## src/rtl/rat_io_pkg.sv

```systemverilog
`default_nettype none
// ============================================================================
// Module      : rat_io_pkg
// Description : Shared definitions for the RAT MCU I/O responder.
//               Holds the port address map, the default button count and
//               the 8-bit port data type.
// Revision    : 1.0 - initial release
// ============================================================================
package rat_io_pkg;

  typedef logic [7:0] io_port_t;

  // Default number of debounced button inputs
  localparam int NBTN_DEFAULT = 4;

  // Readable ports
  localparam io_port_t SWITCHES_ID = 8'h20;
  localparam io_port_t BTN_ID      = 8'h21;
  localparam io_port_t INT_STAT_ID = 8'h22;

  // Writable ports
  localparam io_port_t LEDS_ID     = 8'h40;
  localparam io_port_t SSEG_ID     = 8'h81;
  localparam io_port_t INT_MASK_ID = 8'h82;
  localparam io_port_t INT_ACK_ID  = 8'h83;

endpackage : rat_io_pkg
`default_nettype wire

```

## src/rtl/rat_io_responder_if.sv

```systemverilog
`default_nettype none
// ============================================================================
// Module      : rat_io_responder_if
// Description : RAT MCU port bus between the MCU core and an I/O responder.
//   PORT_ID  - port address driven by the MCU
//   OUT_PORT - write data driven by the MCU
//   IO_STRB  - one-cycle write strobe per OUT instruction
//   IN_PORT  - read data returned by the responder
//   INT      - interrupt request returned by the responder
//   master   : MCU side;  slave : responder side
// Revision    : 1.0 - initial release
// ============================================================================
interface rat_io_responder_if;
  import rat_io_pkg::*;

  io_port_t PORT_ID;
  io_port_t OUT_PORT;
  logic     IO_STRB;
  io_port_t IN_PORT;
  logic     INT;

  modport master (
    output PORT_ID,
    output OUT_PORT,
    output IO_STRB,
    input  IN_PORT,
    input  INT
  );

  modport slave (
    input  PORT_ID,
    input  OUT_PORT,
    input  IO_STRB,
    output IN_PORT,
    output INT
  );

endinterface : rat_io_responder_if
`default_nettype wire

```

## src/rtl/btn_debounce.sv

```systemverilog
`default_nettype none
// ============================================================================
// Module      : btn_debounce
// Description : Two-flop synchronizer plus counter debouncer for one button.
//   clk     - system clock
//   rst     - synchronous active-high reset
//   btn_raw - asynchronous button level
//   db      - debounced level (registered)
//   rise    - one-cycle pulse, high in the cycle whose closing edge
//             accepts a 0->1 transition of db
// Revision    : 1.0 - initial release
// ============================================================================
module btn_debounce #(
  parameter int DB_CYCLES = 4
) (
  input  wire logic clk,
  input  wire logic rst,
  input  wire logic btn_raw,
  output logic      db,
  output logic      rise
);

  // A one-cycle debounce still needs a 1-bit counter to be legal
  localparam int CW = (DB_CYCLES > 1) ? $clog2(DB_CYCLES) : 1;
  localparam logic [CW-1:0] C_LAST = CW'(DB_CYCLES - 1);

  logic          r_sync1;
  logic          r_sync2;
  logic          r_db;
  logic [CW-1:0] r_cnt;
  logic          w_differs;
  logic          w_accept;

  assign w_differs = (r_sync2 != r_db);
  assign w_accept  = w_differs && (r_cnt == C_LAST);

  always_ff @(posedge clk) begin
    if (rst) begin
      r_sync1 <= 1'b0;
      r_sync2 <= 1'b0;
      r_db    <= 1'b0;
      r_cnt   <= '0;
    end else begin
      r_sync1 <= btn_raw;
      r_sync2 <= r_sync1;
      if (!w_differs) begin
        r_cnt <= '0;
      end else if (w_accept) begin
        r_db  <= r_sync2;
        r_cnt <= '0;
      end else begin
        r_cnt <= r_cnt + CW'(1);
      end
    end
  end

  assign db = r_db;
  // Combinational so the interrupt logic can set PENDING on the accepting edge
  assign rise = w_accept && r_sync2;

endmodule : btn_debounce
`default_nettype wire

```

## src/rtl/rat_io_responder.sv

```systemverilog
`default_nettype none
// ============================================================================
// Module      : rat_io_responder
// Description : I/O responder for the RAT MCU port bus. Decodes OUT writes
//               into LED / seven-segment / interrupt registers, returns
//               switch, button and interrupt status on IN reads, and raises
//               INT on masked debounced button presses until acknowledged.
//   CLK      - system clock, rising edge
//   RESET    - synchronous active-high reset
//   bus      - MCU port bus (PORT_ID, OUT_PORT, IO_STRB, IN_PORT, INT)
//   SWITCHES - raw switch levels
//   BTN      - raw button levels
//   LEDS     - LED register
//   SSEG_VAL - seven-segment value register
// Revision    : 1.0 - initial release
// ============================================================================
module rat_io_responder
  import rat_io_pkg::*;
#(
  parameter int DB_CYCLES = 4,
  parameter int NBTN      = NBTN_DEFAULT
) (
  input  wire logic              CLK,
  input  wire logic              RESET,
  rat_io_responder_if.slave      bus,
  input  wire logic [7:0]        SWITCHES,
  input  wire logic [NBTN-1:0]   BTN,
  output logic [7:0]             LEDS,
  output logic [7:0]             SSEG_VAL
);

  io_port_t        r_leds;
  io_port_t        r_sseg;
  logic [NBTN-1:0] r_mask;
  logic [NBTN-1:0] r_pending;
  logic            r_int;
  io_port_t        r_sw_meta;
  io_port_t        r_sw_sync;

  logic [NBTN-1:0] w_db;
  logic [NBTN-1:0] w_rise;
  logic            w_wr_leds;
  logic            w_wr_sseg;
  logic            w_wr_mask;
  logic            w_wr_ack;
  logic [NBTN-1:0] w_ack_bits;
  logic [NBTN-1:0] w_pending_nxt;
  io_port_t        w_in_port;

  // --------------------------------------------------------------------------
  // Button debouncers
  // --------------------------------------------------------------------------
  genvar gi;
  generate
    for (gi = 0; gi < NBTN; gi++) begin : g_btn
      btn_debounce #(
        .DB_CYCLES (DB_CYCLES)
      ) u_db (
        .clk     (CLK),
        .rst     (RESET),
        .btn_raw (BTN[gi]),
        .db      (w_db[gi]),
        .rise    (w_rise[gi])
      );
    end
  endgenerate

  // --------------------------------------------------------------------------
  // Write decode
  // --------------------------------------------------------------------------
  assign w_wr_leds = bus.IO_STRB && (bus.PORT_ID == LEDS_ID);
  assign w_wr_sseg = bus.IO_STRB && (bus.PORT_ID == SSEG_ID);
  assign w_wr_mask = bus.IO_STRB && (bus.PORT_ID == INT_MASK_ID);
  assign w_wr_ack  = bus.IO_STRB && (bus.PORT_ID == INT_ACK_ID);

  // Acknowledge bits above NBTN have no pending flag and simply drop out
  assign w_ack_bits = w_wr_ack ? bus.OUT_PORT[NBTN-1:0] : '0;

  // Clear first, then set, so a press landing on the ack edge is kept
  assign w_pending_nxt = (r_pending & ~w_ack_bits) | (w_rise & r_mask);

  // --------------------------------------------------------------------------
  // Registers
  // --------------------------------------------------------------------------
  always_ff @(posedge CLK) begin
    if (RESET) begin
      r_leds    <= '0;
      r_sseg    <= '0;
      r_mask    <= '0;
      r_pending <= '0;
      r_int     <= 1'b0;
      r_sw_meta <= '0;
      r_sw_sync <= '0;
    end else begin
      r_sw_meta <= SWITCHES;
      r_sw_sync <= r_sw_meta;
      if (w_wr_leds) begin
        r_leds <= bus.OUT_PORT;
      end
      if (w_wr_sseg) begin
        r_sseg <= bus.OUT_PORT;
      end
      if (w_wr_mask) begin
        r_mask <= bus.OUT_PORT[NBTN-1:0];
      end
      r_pending <= w_pending_nxt;
      // Registered copy of |PENDING, always in step with r_pending
      r_int     <= |w_pending_nxt;
    end
  end

  // --------------------------------------------------------------------------
  // Read mux
  // --------------------------------------------------------------------------
  always_comb begin
    w_in_port = '0;
    case (bus.PORT_ID)
      SWITCHES_ID: w_in_port = r_sw_sync;
      BTN_ID:      w_in_port = io_port_t'(w_db);
      INT_STAT_ID: w_in_port = io_port_t'(r_pending);
      default:     w_in_port = '0;
    endcase
  end

  assign bus.IN_PORT = w_in_port;
  assign bus.INT     = r_int;
  assign LEDS        = r_leds;
  assign SSEG_VAL    = r_sseg;

endmodule : rat_io_responder
`default_nettype wire

```

## src/flat_wrapper.sv

```systemverilog
// flat-port wrapper written by rule: the top's interface ports become plain ports
module rat_io_responder_flat import rat_io_pkg::*;
#(
  parameter int DB_CYCLES = 4,
  parameter int NBTN      = NBTN_DEFAULT
)
  (CLK, RESET, SWITCHES, BTN, LEDS, SSEG_VAL, bus_PORT_ID, bus_OUT_PORT, bus_IO_STRB, bus_IN_PORT, bus_INT);
  rat_io_responder_if bus_i ();
  input  wire logic CLK;
  input  wire logic RESET;
  input  wire logic [7:0] SWITCHES;
  input  wire logic [NBTN-1:0] BTN;
  output logic [7:0] LEDS;
  output logic [7:0] SSEG_VAL;
  input wire logic [$bits(bus_i.PORT_ID)-1:0] bus_PORT_ID;
  input wire logic [$bits(bus_i.OUT_PORT)-1:0] bus_OUT_PORT;
  input wire logic [$bits(bus_i.IO_STRB)-1:0] bus_IO_STRB;
  output wire logic [$bits(bus_i.IN_PORT)-1:0] bus_IN_PORT;
  output wire logic [$bits(bus_i.INT)-1:0] bus_INT;
  assign bus_i.PORT_ID = bus_PORT_ID;
  assign bus_i.OUT_PORT = bus_OUT_PORT;
  assign bus_i.IO_STRB = bus_IO_STRB;
  assign bus_IN_PORT = bus_i.IN_PORT;
  assign bus_INT = bus_i.INT;
  rat_io_responder #(.DB_CYCLES(DB_CYCLES), .NBTN(NBTN)) u_core (.CLK(CLK), .RESET(RESET), .bus(bus_i), .SWITCHES(SWITCHES), .BTN(BTN), .LEDS(LEDS), .SSEG_VAL(SSEG_VAL));
endmodule
```

## config.mk

```make
export PLATFORM = sky130hd
export DESIGN_NAME = rat_io_responder_flat
export DESIGN_NICKNAME = d
export VERILOG_FILES = /design/src/rtl/rat_io_pkg.sv /design/src/rtl/rat_io_responder_if.sv /design/src/rtl/btn_debounce.sv /design/src/rtl/rat_io_responder.sv /design/src/flat_wrapper.sv
export SDC_FILE = /design/constraint.sdc
export NUM_CORES = 1
export LEC_CHECK = 0
export BUFFER_PORTS_ARGS = -buffer_cell sky130_fd_sc_hd__buf_2
export CAP_MARGIN = 0
export CORE_UTILIZATION = 47
export CTS_CLUSTER_DIAMETER = 200
export DETAILED_ROUTE_END_ITERATION = 8
export PLACE_DENSITY = 0.84
export SETUP_SLACK_MARGIN = 0.02
export SKIP_LAST_GASP = 1
export SYNTH_ARGS = -nofsm -noshare
export SYNTH_HDL_FRONTEND = slang
export SYNTH_SLANG_ARGS = --single-unit
export TNS_END_PERCENT = 50
```

## constraint.sdc

```tcl
create_clock -name CLK -period 1.14 [get_ports CLK]
set_input_delay 0.114 -clock CLK [delete_from_list [all_inputs] [get_ports CLK]]
set_output_delay 0.114 -clock CLK [all_outputs]
set_load 0.01 [all_outputs]
```

==> flow_summary.toml, run 1 <==
[pwr]
p_leak_nw = 1.431
vdd_drop_max_mv = 1.048
power_density_nw_per_um2 = 1413
total_power_w = 0.004442

[sta]
finClkSkew_ns = 0.004859
min_period_over_period_pct = 116.2
hold_viol = 0
setup_viol = 9
worstMarginPinSlew_ns = 0.3171
fmax_mhz = 754.9
period_needed_ns = 1.325
drv_slew = 0
rsz0062_at_grt = "yes"
maxSlewHeadroom_pct = 78.78
fin_ws_ns = -0.1847

[synth]
async_flop_share_pct = 0
synth-xor-area-share_pct = 1.544
yosys_register_bits = 61
synth_edf_count = 0
muxShareOfSynthArea_pct = 7.501
synth_top_area_cell = "dfxtp_1"
synth_simple_gate_area_share_pct = 24.77
netlist_instances = 227
synth_nets = 262
avgSynthCellArea_um2 = 9.993
seq_area_frac_synth_pct = 53.83
yosysTopAreaCellShare_pct = 53.83
synth.yosys.warnings = 0
synth.area.top_cells = "dfxtp_1 54%, mux2i_1 7.5%, nor2b_1 6.9%"
ys_top_cells_by_count = "61 x dfxtp_1, 35 x nor2_1, 25 x nor2b_1"
synthAdderAreaFrac_pct = 2.206
synth.distinct_cells = 29
syn_area_um2 = 2268
synth_compound_area_share_pct = 7.226
synthFlopType = "dfxtp_1"
synth_top_family_by_area = "simple AND/OR/NAND/NOR gates"
synth.most_common_cell = "dfxtp_1"

[worst_setup_path]
worstSetupPathType = "reg -> out"
cp_num_buf_inv = 1
r2r-end = "u_core.bus.INT"
r2r_cells = 5
critPathTopFamily = "flip-flops"
cp_slowest_stage_delay_ns = 0.34
cp_slowest_cell = "dfxtp_4"
crit_path_max_fanout = 2
cp-end-kind = "primary output"
cp_cell_sequence = "mux2i_1 -> nor2_1 -> a31oi_1 -> nor2_1 -> buf_2"
arrival_ns = 1.21
cp-start-kind = "flip-flop"
required_ns = 1.03
regToRegSetupSlack_ns = -0.02
worst_path_most_repeated_cell = "nor2_1"
regToRegStartpoint = "u_core.g_btn[2].u_db.r_cnt[1]"

[hold_path]
hold_depth = 2
min_from = "SWITCHES[6]"
holdPathEnd = "u_core.r_sw_meta[6]"
hold_path_class = "in -> reg"

[final_layout]
final_cells = 372
syn2layout_area_growth_pct = 38.61
nNetsFinal = 350
diodes = 0
layout-drive-gt1-share_pct = 37.81

[global_routing]
grt_max_degree = 19
antenna_found_initial = 0
grt_pass1_wl_um = 7810
grt_use_total_pct = 20.47
first_global_vias = 1826
grt_overflow = 0

[route]
drcViolationCount = 0
routed_wl_um = 4993
drt_first_pass_iters = 4
wl_per_cell_um = 13.42
dr.first_iter.drc_count = 132
drt.antenna.violating_nets = 0
viasPerCell = 5.019
vias = 1867

[placement]
place_congestion = 0.8162
dp_hpwl_um = 3385
port_buffers = 55
dpl_worst_slack_ns = -0.2261
dp_cells = 344

[die]
start_util_pct = 50.36
fp.dieW_um = 71.47
num_rows = 24
core_um2 = 4504
die_h_um = 71.47
die_area_um2 = 5108
io-pin-count = 56

[clock_tree]
clock_latency_ns = 0.33
cts.reportedPaths.clkPinSlew_ns = 0.06
clk_path_buf_depth = 2
cts_sinks = 61
cts_buffers = 9
cts_tree = "done"
htree_levels = 3
cts-root-buf = "clkbuf_8"

[flow_run]
cap_violations = 0

[outcome]
violations = "setup timing"
status = "finished with violations"
==> cells in the final DEF (no fill, tap or decap), types with 5 or more instances in the layout <==
| cell | synthesis | routed |
|---|---|---|
| inv_1 | 5 | 5 |
| dlygate4sd3_1 | 0 | 8 |
| clkbuf_8 | 0 | 12 |
| o21ai_0 | 10 | 8 |
| buf_2 | 2 | 55 |
| nand4b_1 | 5 | 5 |
| dfxtp_1 | 61 | 52 |
| nand2_1 | 8 | 8 |
| nand3_1 | 6 | 6 |
| nor2_1 | 35 | 34 |
| dfxtp_2 | 0 | 7 |
| nor2b_1 | 25 | 24 |
| a21oi_1 | 8 | 8 |
| buf_4 | 0 | 23 |
| mux2i_1 | 17 | 17 |
==> cell type report <==
class | instances | area [um^2]
flip-flops and latches | 61 | 1237
multi-input cells | 151 | 1072
well taps | 52 | 65.06
clock inverters | 3 | 42.54
clock buffers | 13 | 168.9
repair buffers | 87 | 539.3
inverters | 5 | 18.77
fillers | 312 | 1360
==> per-layer routing <==
metal | GRT usage (%) | share of wire, %
met1 | 21.47 | 40
met5 | 0 | 0
met2 | 35.66 | 55
met3 | 5.907 | 3.1
met4 | 13.73 | 2.2
==> registers in the layout, summed over array words and instances, names as in the netlist <==
| signal | flops |
|---|---|
| u_core.LEDS | 8 |
| u_core.SSEG_VAL | 8 |
| u_core.bus.INT | 1 |
| u_core.g_btn.u_db.db | 4 |
| u_core.g_btn.u_db.r_cnt | 8 |
| u_core.g_btn.u_db.r_sync1 | 4 |
| u_core.g_btn.u_db.r_sync2 | 4 |
| u_core.r_mask | 4 |
| u_core.r_pending | 4 |
| u_core.r_sw_meta | 8 |
| u_core.r_sw_sync | 8 |
==> repair_timing <==
item                                    CTS  global route
endpoints found under the hold margin     8             0
hold buffers                              8             0
resized for setup                         6            22
endpoints found under the setup margin   11            25
pin swaps                                 2            21
buffers inserted                          2             2
==> stage by stage <==
step / hold slack, ns / utilization, % / cell area (um^2) / setup TNS (ns)
after floorplan: 0.2422 / - / 2280 / 0
after global placement: 0.3227 / 60.44 / 2723 / -2.867
after detailed placement: 0.3274 / 60.44 / 2723 / -3.657
after CTS: 0.0009493 / 67.53 / 3042 / -1.363
after global routing: 0.009213 / 69.81 / 3144 / -2.045
final: 0.001010 / 69.81 / 3144 / -0.8852
==> logic make-up (layout without fill, tap and decap cells) <==
family,count (synthesis),after routing
adder cells (fa/ha/maj),4,4
AND/OR/NAND/NOR,98,98
AO/OA/AOI/OAI,28,28
buffers and inverters,15,108
XOR/XNOR,4,4
multiplexers,17,17
flip-flops,61,61
==> worst max path at each step <==
stage	start	cells past startpoint	slack, ns	to
global placement	bus_PORT_ID[4]	6	-0.15	u_core.SSEG_VAL[0]
finish	u_core.g_btn[0].u_db.db	5	-0.18	bus_IN_PORT[0]
detailed placement	bus_PORT_ID[4]	6	-0.23	u_core.SSEG_VAL[2]
CTS	u_core.g_btn[0].u_db.db	5	-0.20	bus_IN_PORT[0]
floorplan	bus_PORT_ID[1]	5	0.03	u_core.LEDS[0]
global route	u_core.g_btn[0].u_db.db	5	-0.26	bus_IN_PORT[0]
==> report_power, final <==
part | internal, W | switching [W] | leakage [nW]
combinational | 0.000136 | 0.000125 | 0.823
clock | 0.00119 | 0.000807 | 0.106
sequential | 0.00217 | 0.0000169 | 0.502
No activity file was read; power rests on OpenSTA's default activity.
==> run 2, diff against run 1 <==
--- a/config.mk
+++ b/config.mk
@@ -10,6 +10,7 @@
 export CORE_UTILIZATION = 47
 export CTS_CLUSTER_DIAMETER = 200
 export DETAILED_ROUTE_END_ITERATION = 8
+export HOLD_SLACK_MARGIN = 0.03
 export PLACE_DENSITY = 0.84
 export SETUP_SLACK_MARGIN = 0.02
 export SKIP_LAST_GASP = 1
==> flow_summary.toml, run 2 (synthesis gave the netlist of run 1 again) <==
[clock_tree]
clock_latency_ns = 0.33
htree_levels = 3
cts_buffers = 9
cts_sinks = 61
cts-root-buf = "clkbuf_8"
cts_tree = "done"
clk_path_buf_depth = 2
cts.reportedPaths.clkPinSlew_ns = 0.06

[placement]
place_congestion = 0.8162
dpl_cell_area_um2 = 2723
dp_hpwl_um = 3385
port_buffers = 55

[global_routing]
first_global_vias = 1861
grt_pass1_wl_um = 8121
grt_overflow = 0
grt_use_total_pct = 21.30
antenna_found_initial = 0
grt_max_degree = 19

[final_layout]
diodes = 0
final_common_cell = "buf_2"
layout-drive-gt1-share_pct = 37.12
syn2layout_area_growth_pct = 41.26
multi_input_area_um2 = 1072
nFillCells = 301
register_area_um2 = 1237
nNetsFinal = 356
final_cell_area_um2 = 3204
layout_common_cells = "55 x buf_2, 52 x dfxtp_1, 34 x nor2_1, 24 x nor2b_1, 23 x buf_4"

[die]
num_rows = 24
io-pin-count = 56
die_h_um = 71.47
die_area_um2 = 5108
core_um2 = 4504
start_util_pct = 50.36
fp.dieW_um = 71.47

[sta]
fmax_mhz = 754.3
min_period_over_period_pct = 116.3
hold_viol = 0
worst_hold_slack_ns = 0.04821
maxSlewHeadroom_pct = 77.97
period_needed_ns = 1.326
drv_slew = 0
finClkSkew_ns = 0.004589
setup_viol = 9
fin_ws_ns = -0.1858
rsz0062_at_grt = "yes"
worstMarginPinSlew_ns = 0.3293

[route]
wl_met3_um = 166
routed_wl_um = 5315
wl_per_cell_um = 14.06
top_layer_used = "met4"
vias = 1940
drt.antenna.violating_nets = 0
wl_met1_um = 2073
drt_first_pass_iters = 4
dr.first_iter.drc_count = 140
drcViolationCount = 0
viasPerCell = 5.132
wl_met2_um = 2890

[pwr]
vdd_drop_max_mv = 1.056
power_density_nw_per_um2 = 1393
p_leak_nw = 1.456
total_power_w = 0.004464

[worst_setup_path]
r2r-end = "u_core.bus.INT"
arrival_ns = 1.21
r2r_cells = 5
required_ns = 1.03
cp-start-kind = "flip-flop"
regToRegStartpoint = "u_core.g_btn[2].u_db.r_cnt[1]"
crit_path_max_fanout = 2
regToRegSetupSlack_ns = -0.02
cp-end-kind = "primary output"
worstSetupPathType = "reg -> out"

[outcome]
status = "finished with violations"
violations = "setup timing"

[flow_run]
cap_violations = 0

[hold_path]
hold_path_class = "in -> reg"
min_from = "bus_OUT_PORT[7]"
holdPathEnd = "u_core.SSEG_VAL[7]"
hold_depth = 3
-- run 2: layout make-up --
class                   instances  area share [%]
clock buffers                  13           5.271
multi-input cells             151           33.46
repair buffers                 93           18.70
flip-flops and latches         61           38.62
inverters                       5          0.5857
well taps                      52           2.030
clock inverters                 3           1.328
-- run 2: worst max path at each step --
stage	start	to	slack [ns]	cells past startpoint
floorplan	bus_PORT_ID[1]	u_core.LEDS[0]	0.03	5
global placement	bus_PORT_ID[4]	u_core.SSEG_VAL[0]	-0.15	6
detailed placement	bus_PORT_ID[4]	u_core.SSEG_VAL[2]	-0.23	6
CTS	u_core.g_btn[0].u_db.db	bus_IN_PORT[0]	-0.20	5
global route	u_core.g_btn[0].u_db.db	bus_IN_PORT[0]	-0.26	5
finish	u_core.g_btn[0].u_db.db	bus_IN_PORT[0]	-0.19	5
-- run 2: repair_timing --
action,4_1_cts,5_1_grt
hold buffers,14,0
endpoints found under the hold margin,16,0
gates resized for setup,6,22
setup buffers,2,2
pin swaps,2,21
endpoints found under the setup margin,11,25
gates cloned,0,0
-- run 2: per-stage QoR --
stage	util [%]	cells	setup TNS (ns)	setup WS (ns)
after global placement	60.44	344	-2.867	-0.1492
after CTS	68.86	376	-1.363	-0.1991
after detailed placement	60.44	344	-3.657	-0.2261
final	71.14	378	-0.9408	-0.1858
after floorplan	-	227	0	0.02522
after global routing	71.14	378	-2.117	-0.2589
-- run 2: report_power, final --
| part | total (W) | leakage [nW] | internal [W] | switching (W) |
|---|---|---|---|---|
| Sequential | 0.00219 | 0.502 | 0.00217 | 0.0000170 |
| Clock | 0.00199 | 0.106 | 0.00119 | 0.000808 |
| Combinational | 0.000281 | 0.848 | 0.000149 | 0.000132 |
-- run 2: layer usage --
| layer | up-vias | GRT usage, % |
|---|---|---|
| met2 | 55 | 37.04 |
| met1 | 908 | 22.44 |
| li1 | 958 | - |
| met4 | 0 | 14.81 |
| met3 | 19 | 5.767 |
| met5 | - | 0 |
-- run 2: critical path, cell delays in order (launching register included) --
cell	delay [ns]
dfxtp_4	0.34
mux2i_1	0.15
nor2_1	0.06
a31oi_1	0.14
nor2_1	0.05
buf_2	0.14
